<file path="src/rtl/pc_sequencer.sv">
// pc_sequencer: fetch program counter with stall, redirect, exception vectoring
// and a circular return-address stack. Revision 1.0.
`default_nettype none

module pc_sequencer #(
  parameter int unsigned           WIDTH        = 32,
  parameter int unsigned           STEP         = 4,
  parameter logic [WIDTH-1:0]      RESET_VECTOR = '0,
  parameter logic [31:0]           EXC_VECTOR   = 32'h0000_0080,
  parameter int unsigned           RAS_DEPTH    = 4
) (
  input  logic             clk,
  input  logic             reset,
  input  logic             en,
  input  logic             stall,
  input  logic             redirect_valid,
  input  logic [WIDTH-1:0] redirect_target,
  input  logic             call,
  input  logic             ret,
  input  logic             exception,
  output logic [WIDTH-1:0] pc,
  output logic [WIDTH-1:0] pc_plus_step,
  output logic             ras_empty,
  output logic             ras_full,
  output logic             misaligned,
  output logic             ret_underflow
);

  localparam int unsigned    PW         = $clog2(RAS_DEPTH);
  localparam int unsigned    CW         = PW + 1;
  localparam logic [WIDTH-1:0] C_STEP   = WIDTH'(STEP);
  localparam logic [WIDTH-1:0] C_MASK   = WIDTH'(STEP - 1);
  localparam logic [WIDTH-1:0] C_EXC    = WIDTH'(EXC_VECTOR);
  localparam logic [CW-1:0]  C_DEPTH    = CW'(RAS_DEPTH);

  logic [WIDTH-1:0] pc_q, pc_d;
  logic [CW-1:0]    cnt_q, cnt_d;
  logic [PW-1:0]    ptr_q, ptr_d;
  logic             misaligned_q, misaligned_d;
  logic             underflow_q, underflow_d;
  logic [WIDTH-1:0] ras_q [RAS_DEPTH];

  logic             ras_we;
  logic [PW-1:0]    ras_widx;
  logic             full_w;

  assign pc_plus_step  = pc_q + C_STEP;
  assign full_w        = (cnt_q == C_DEPTH);
  assign pc            = pc_q;
  assign ras_empty     = (cnt_q == '0);
  assign ras_full      = full_w;
  assign misaligned    = misaligned_q;
  assign ret_underflow = underflow_q;

  always_comb begin
    pc_d         = pc_q;
    cnt_d        = cnt_q;
    ptr_d        = ptr_q;
    misaligned_d = 1'b0;
    underflow_d  = 1'b0;
    ras_we       = 1'b0;
    ras_widx     = ptr_q;
    if (en) begin
      if (exception) begin
        pc_d = C_EXC;
      end else if (redirect_valid) begin
        pc_d         = redirect_target & ~C_MASK;
        misaligned_d = |(redirect_target & C_MASK);
        if (call) begin
          // Pushing onto a full stack silently drops the oldest entry.
          ptr_d    = ptr_q + 1'b1;
          ras_widx = ptr_q + 1'b1;
          ras_we   = 1'b1;
          cnt_d    = full_w ? cnt_q : cnt_q + 1'b1;
        end
      end else if (ret) begin
        if (cnt_q != '0) begin
          pc_d = ras_q[ptr_q];
          if (call) begin
            ras_we = 1'b1;
          end else begin
            ptr_d = ptr_q - 1'b1;
            cnt_d = cnt_q - 1'b1;
          end
        end else begin
          underflow_d = 1'b1;
        end
      end else if (!stall) begin
        pc_d = pc_plus_step;
      end
    end
  end

  always_ff @(posedge clk or negedge reset) begin
    if (!reset) begin
      pc_q         <= RESET_VECTOR;
      cnt_q        <= '0;
      ptr_q        <= '0;
      misaligned_q <= 1'b0;
      underflow_q  <= 1'b0;
    end else begin
      pc_q         <= pc_d;
      cnt_q        <= cnt_d;
      ptr_q        <= ptr_d;
      misaligned_q <= misaligned_d;
      underflow_q  <= underflow_d;
    end
  end

  // Stack contents are don't-care after reset, so the array carries no reset.
  always_ff @(posedge clk) begin
    if (ras_we) begin
      ras_q[ras_widx] <= pc_plus_step;
    end
  end

endmodule

`default_nettype wire

</file>
<file path="config.mk">
export PLATFORM = sky130hd
export DESIGN_NAME = pc_sequencer
export DESIGN_NICKNAME = d
export VERILOG_FILES = /design/src/rtl/pc_sequencer.sv
export SDC_FILE = /design/constraint.sdc
export NUM_CORES = 1
export LEC_CHECK = 0
export BUFFER_PORTS_ARGS = -buffer_cell sky130_fd_sc_hd__buf_2
export CORE_MARGIN = 4
export CORE_UTILIZATION = 43
export DETAILED_ROUTE_END_ITERATION = 10
export REMOVE_ABC_BUFFERS = 1
export SYNTH_ARGS = -nofsm -noshare
export SYNTH_HDL_FRONTEND = slang
export SYNTH_SLANG_ARGS = --single-unit
</file>
<file path="constraint.sdc">
create_clock -name clk -period 11.7 [get_ports clk]
set_input_delay 0 -clock clk [delete_from_list [all_inputs] [get_ports clk]]
set_output_delay 0 -clock clk [all_outputs]
set_load 0.01 [all_outputs]
</file>
==> flow_metrics.tcl, run 1 <==
set metrics [dict create \
    max_cap_violations 0 \
    end_kind "output pin" \
    tns_ps 0 \
    cts_tree "built" \
    avgRoutedWirePerCell_um 22.0 \
    wirelength_um 20000 \
    ys_seq_area_share_pct 62.2 \
    dpl.hpwl_um 13100 \
    setup_violations 0 \
    fin_skew_ps 8.52 \
    htreeDepth 4 \
    die_w_um 142 \
    antenna_found_initial 0 \
    vias_per_cell 5.91 \
    ys_ff_latch 167 \
    drc 0 \
    min_path_type "in2reg" \
    num_rows 48 \
    synth_edf_count 128 \
    dr.pass1.iters 5 \
    pin_count 108 \
    max_slew_margin_pct 20.4 \
    yosys.area.top_type "edfxtp_1" \
    grt_overflow 0 \
    start_kind "register" \
    final_cell_mix "128 x edfxtp_1, 107 x buf_2, 37 x dfrtp_1" \
    seqCellArea_sq_um 4820 \
    power_uw 1790 \
    core_sq_um 17500 \
    finalWeightedCongestion 0.829 \
    synthToLayoutAreaGrowth_pct 21.3 \
    fin_nets 714 \
    hold_violations 0 \
    synthCells 536 \
    required_ps 11700 \
    initial_core_util_pct 44.3 \
    finalCritPeriodShare_pct 24.2 \
    io_buffers 107 \
    rsz0062_at_grt "no" \
    fmax_mhz 353 \
    grt_pass1_wl_um 31200 \
    fill_cells 1461 \
    yosys_warnings 0 \
    cts.reportedPaths.clkPinSlew_ps 60 \
    layout_commonest_cell "edfxtp_1" \
    clk_latency_ps 430 \
    critical_path_arrival_ps 2840 \
    ys.flop_type "edfxtp_1" \
    antenna_cells 0 \
    ys_async_sr_fraction_pct 23.4 \
    synth.area.top_cells "edfxtp_1 50%, dfrtp_1 13%, mux4_2 6.7%, xnor2_1 3.1%, mux2i_1 3.0%" \
    ant_nets 0 \
    yosys.area_share.simple_pct 8.69 \
    cts_resized 0 \
    status "completed" \
    synth_compound_area_share_pct 12.8 \
    drv_slew 0 \
    vias 5375 \
    grt_pass1_vias 5478 \
    power.density_nw_per_um2 190 \
    drive_gt1_share_pct 27.7 \
    die_area_sq_um 20200 \
    synth_xor_xnor_area_share_pct 3.39 \
    syn_area_sq_um 7740 \
    ys_types 72 \
    vdd_ir_drop_max_v 0.000107 \
    syn_avg_cell_area_sq_um 14.4 \
    worst-path-max-fanout 8 \
    fin_crit_ps 2840 \
    clk_path_buf_depth 2 \
    grt_max_degree 46 \
    cts.sinks 167 \
    multi_input_area_sq_um 2760 \
    grt_usage_pct 20.5 \
    p_leak_uw 0.00353 \
    synth-adder-area-share_pct 0.420 \
    critPathKind "reg2out" \
    worst_pin_slew_ps 1190 \
    post_synth_mux_area_share_pct 9.81 \
    synth_top_area_share_pct 49.6 \
    root_buffer "clkbuf_16" \
    die_y_um 142 \
    drt_iter0_markers 484 \
    synth_top_family_by_area "compound AO/OA/AOI/OAI gates" \
    cts-buffers-inserted 17 \
]
[metrics by stage]
stage	hold slack, ps	cell area, sq um	utilization [%]	setup slack (ps)	instances
6_report	36.5	9400	53.8	8860	910
5_1_grt	44.5	9400	53.8	8700	910
4_1_cts	10.9	9400	53.8	8890	910
3_5_place_dp	215	8520	48.7	8770	849
3_3_place_gp	209	8520	48.7	8900	849
2_1_floorplan	-296	7600	-	7300	508
[cells in the mapped netlist, drive strengths merged (12+ instances only)]
library cell,count
inv,14
nor2,23
buf,20
a221o,12
nand2,22
a21oi,14
edfxtp,128
nand4,15
mux4,23
a22o,14
mux2i,23
o21ai,31
dfrtp,39
xnor2,27
[registers in the layout, indices dropped and copies added, names as in the netlist]
| signal | flops |
|---|---|
| ptr_q | 2 |
| cnt_q | 3 |
| misaligned | 1 |
| ret_underflow | 1 |
| ras_q | 128 |
| pc | 32 |
[power breakdown]
part / total [uW] / switching [uW] / internal (uW)
clock: 561 / 228 / 333
sequential: 774 / 63.7 / 710
combinational: 452 / 249 / 204
[kinds of logic after synthesis]
kind of cell | count (synthesis)
AO/OA/AOI/OAI | 135
XOR/XNOR | 30
adder cells (fa/ha/maj) | 2
buffers and inverters | 43
flip-flops | 167
multiplexers | 47
AND/OR/NAND/NOR | 112
[final cells by class]
type                            instances  area share [%]
Timing Repair Buffer                  145            9.51
Multi-Input combinational cell        326            29.3
Clock inverter                         14            1.68
Sequential cell                       167            51.3
Clock buffer                           18            4.57
Tap cell                              225            3.00
Inverter                               15           0.599
[worst paths after layout]
path	start	end	slack, ps	cells past startpoint
setup / recovery	pc[2]	pc_plus_step[24]	8860	5
max in group asynchronous	reset	ptr_q[1]	10710	2
min in group asynchronous	reset	pc[4]	290	2
setup reg to reg	ptr_q[0]	ras_q[1][28]	8960	6
hold reg to reg	pc[0]	ras_q[1][0]	590	0
hold / removal	redirect_target[22]	pc[22]	40	3
[worst max-delay path: stages, from the launching register on]
cell and delay, ps:
dfrtp_1 530, ha_1 320, nand4_1 360, nor4_1 520, xor2_1 450, buf_2 230
[layer usage]
metal  track usage, %  share of wire (%)
met5                0                  0
met4             8.03                2.3
met2             33.1                 49
met1             27.6                 44
met3             3.83                4.2
[what timing repair did]
| action | in CTS | in global routing |
|---|---|---|
| endpoints found under the hold margin | 67 | 0 |
| setup buffers | 0 | 0 |
| hold buffers | 29 | 0 |
Power figures use the tool's default switching activity.
==> run 2: changes to the inputs <==
- PLACE_DENSITY: not set -> 0.65
- clock period: 11.7 -> 2.5 ns (I/O delays scaled with it)
==> run 2 against run 1 <==
  * Total power grew to 4.7 times the previous value
  * Sequential power rose to 4.7 times the previous value
  * Via count increased by 0.87%
  * Worst hold slack lost 16 ps
  * Cell count grew 2.6%
  * Non-clock buffer count is 24 higher
  * Utilization rose by 1.8 points
  * Flip-flop and latch count is the same
  * Critical path type unchanged
  * Largest cell class unchanged
  * Highest routed layer unchanged
==> flow_metrics.tcl, run 2 (synthesized netlist as in run 1, its figures left out) <==
set metrics [dict create \
    power_uw 8470 \
    finalWeightedCongestion 0.845 \
    end_kind "output pin" \
    grt_max_degree 47 \
    cts.reportedPaths.clkPinSlew_ps 80 \
    htreeDepth 4 \
    required_ps 2500 \
    vdd_ir_drop_max_v 0.000770 \
    grt_pass1_vias 5438 \
    die_y_um 142 \
    fin_crit_ps 2370 \
    drv_slew 0 \
    p_comb_share_pct 26.8 \
    pin_count 108 \
    die_w_um 142 \
    antenna_found_initial 0 \
    drive_gt1_share_pct 32.7 \
    multi_input_area_sq_um 2820 \
    cp_top_family "simple AND/OR/NAND/NOR gates" \
    critPathKind "reg2out" \
    path_buf_inv 2 \
    io_buffers 107 \
    final_cell_mix "128 x edfxtp_1, 107 x buf_2, 32 x dfrtp_1" \
    fmax_mhz 421 \
    setup_violations 0 \
    seqCellArea_sq_um 4830 \
    regMostFlops "ras_q" \
    status "completed" \
    initial_core_util_pct 44.3 \
    worst-path-max-fanout 7 \
    root_buffer "clkbuf_16" \
    critical_path_arrival_ps 2370 \
    cts-buffers-inserted 17 \
    power.density_nw_per_um2 872 \
    max_slew_margin_pct 34.2 \
    rsz0062_at_grt "no" \
    p_sw_uw 2730 \
    dr.pass1.iters 5 \
    vias_per_cell 5.81 \
    p_int_uw 5740 \
    clk_latency_ps 440 \
    fill_cells 1454 \
    start_kind "register" \
    clk_path_buf_depth 2 \
    hold_violations 0 \
    p_leak_uw 0.00369 \
    fin_skew_ps 12.0 \
    drt_iter0_markers 438 \
    fin_nets 738 \
    synthToLayoutAreaGrowth_pct 25.4 \
    die_area_sq_um 20200 \
    max_cap_violations 0 \
    switching_share_pct 32.2 \
    core_sq_um 17500 \
    min_path_type "in2reg" \
    grt_pass1_wl_um 31300 \
    cts.sinks 167 \
    vias 5422 \
    whs_ps 20.8 \
    largest_reg_flops 128 \
    layout_commonest_cell "edfxtp_1" \
    worst_pin_slew_ps 986 \
    dpl.hpwl_um 13600 \
    cts_tree "built" \
    num_rows 48 \
    drc 0 \
    wirelength_um 20300 \
    avgRoutedWirePerCell_um 21.8 \
    grt_usage_pct 20.6 \
    seq_power_share_pct 43.2 \
    grt_overflow 0 \
    antenna_cells 0 \
    crit_chain "nand4_4 > nor4_4 > buf_4 > nand3_2 > or3_1 > nand2_1 > buf_2" \
    ant_nets 0 \
    pwr-share-clk_pct 30.1 \
    finalCritPeriodShare_pct 94.9 \
    crit_slowest_cell "dfrtp_1" \
    critical_path.max_stage_delay_ps 460 \
]
==> run 2: path summary, 6_finish.rpt <==
kind	from	to	slack, ps	depth (start not counted)
setup / recovery	pc[12]	pc_plus_step[31]	130	7
hold / removal	redirect_valid	pc[3]	20	3
setup reg to reg	cnt_q[0]	ras_q[3][25]	280	5
hold reg to reg	pc[15]	pc[15]	570	1
max in group asynchronous	reset	ptr_q[1]	1530	2
min in group asynchronous	reset	pc[4]	270	2
==> run 2: what timing repair did <==
action                     4_1_cts  5_1_grt
buffers inserted                 1        0
gates resized for setup          5       11
hold buffers                    30        0
setup endpoints to repair       14       18
hold endpoints to repair        68        0
pin swaps                        1        1
==> run 2: through the flow <==
stage | cell area, sq um | std cells | util (%) | TNS (ps) | worst slack [ps]
final | 9710 | 934 | 55.6 | 0 | 127
after CTS | 9670 | 934 | 55.4 | 0 | 36.6
after detailed placement | 8760 | 871 | 50.1 | 0 | 312
after global placement | 8760 | 871 | 50.1 | 0 | 353
after global routing | 9710 | 934 | 55.6 | 0 | 0.439
after floorplan | 7600 | 508 | - | -189130 | -1900
==> run 2: power by group through the flow <==
stage	clock, uW	sequential (uW)	combinational [uW]
2_1_floorplan	0	3850	1180
3_3_place_gp	0	3670	2180
3_5_place_dp	0	3690	2230
4_1_cts	2580	3640	2280
5_1_grt	2710	3690	2450
6_report	2550	3650	2270
==> run 2: routing by layer <==
| layer | routed length [um] | share of wire, % | GRT usage (%) | up-vias |
|---|---|---|---|---|
| met2 | 9930 | 49 | 33.2 | 214 |
| met4 | 505 | 2.5 | 7.98 | 0 |
| li1 | - | - | - | 2473 |
| met3 | 1390 | 6.8 | 4.13 | 35 |
| met5 | 0 | 0 | 0 | - |
| met1 | 8510 | 42 | 27.6 | 2700 |
==> run 2: area by class of cell <==
cell class,count,area share (%)
flip-flops and latches,167,49.7
multi-input cells,326,29.0
repair buffers,169,11.8
clock buffers,17,4.38
well taps,225,2.90
clock inverters,15,1.58
inverters,15,0.580
==> run 2: worst reg2reg max path, delay by kind of cell, from the launching register on <==
family	cells	cell delay [ps]
buffers and inverters	1	220
flip-flops	1	500
AO/OA/AOI/OAI	2	1010
AND/OR/NAND/NOR	2	250
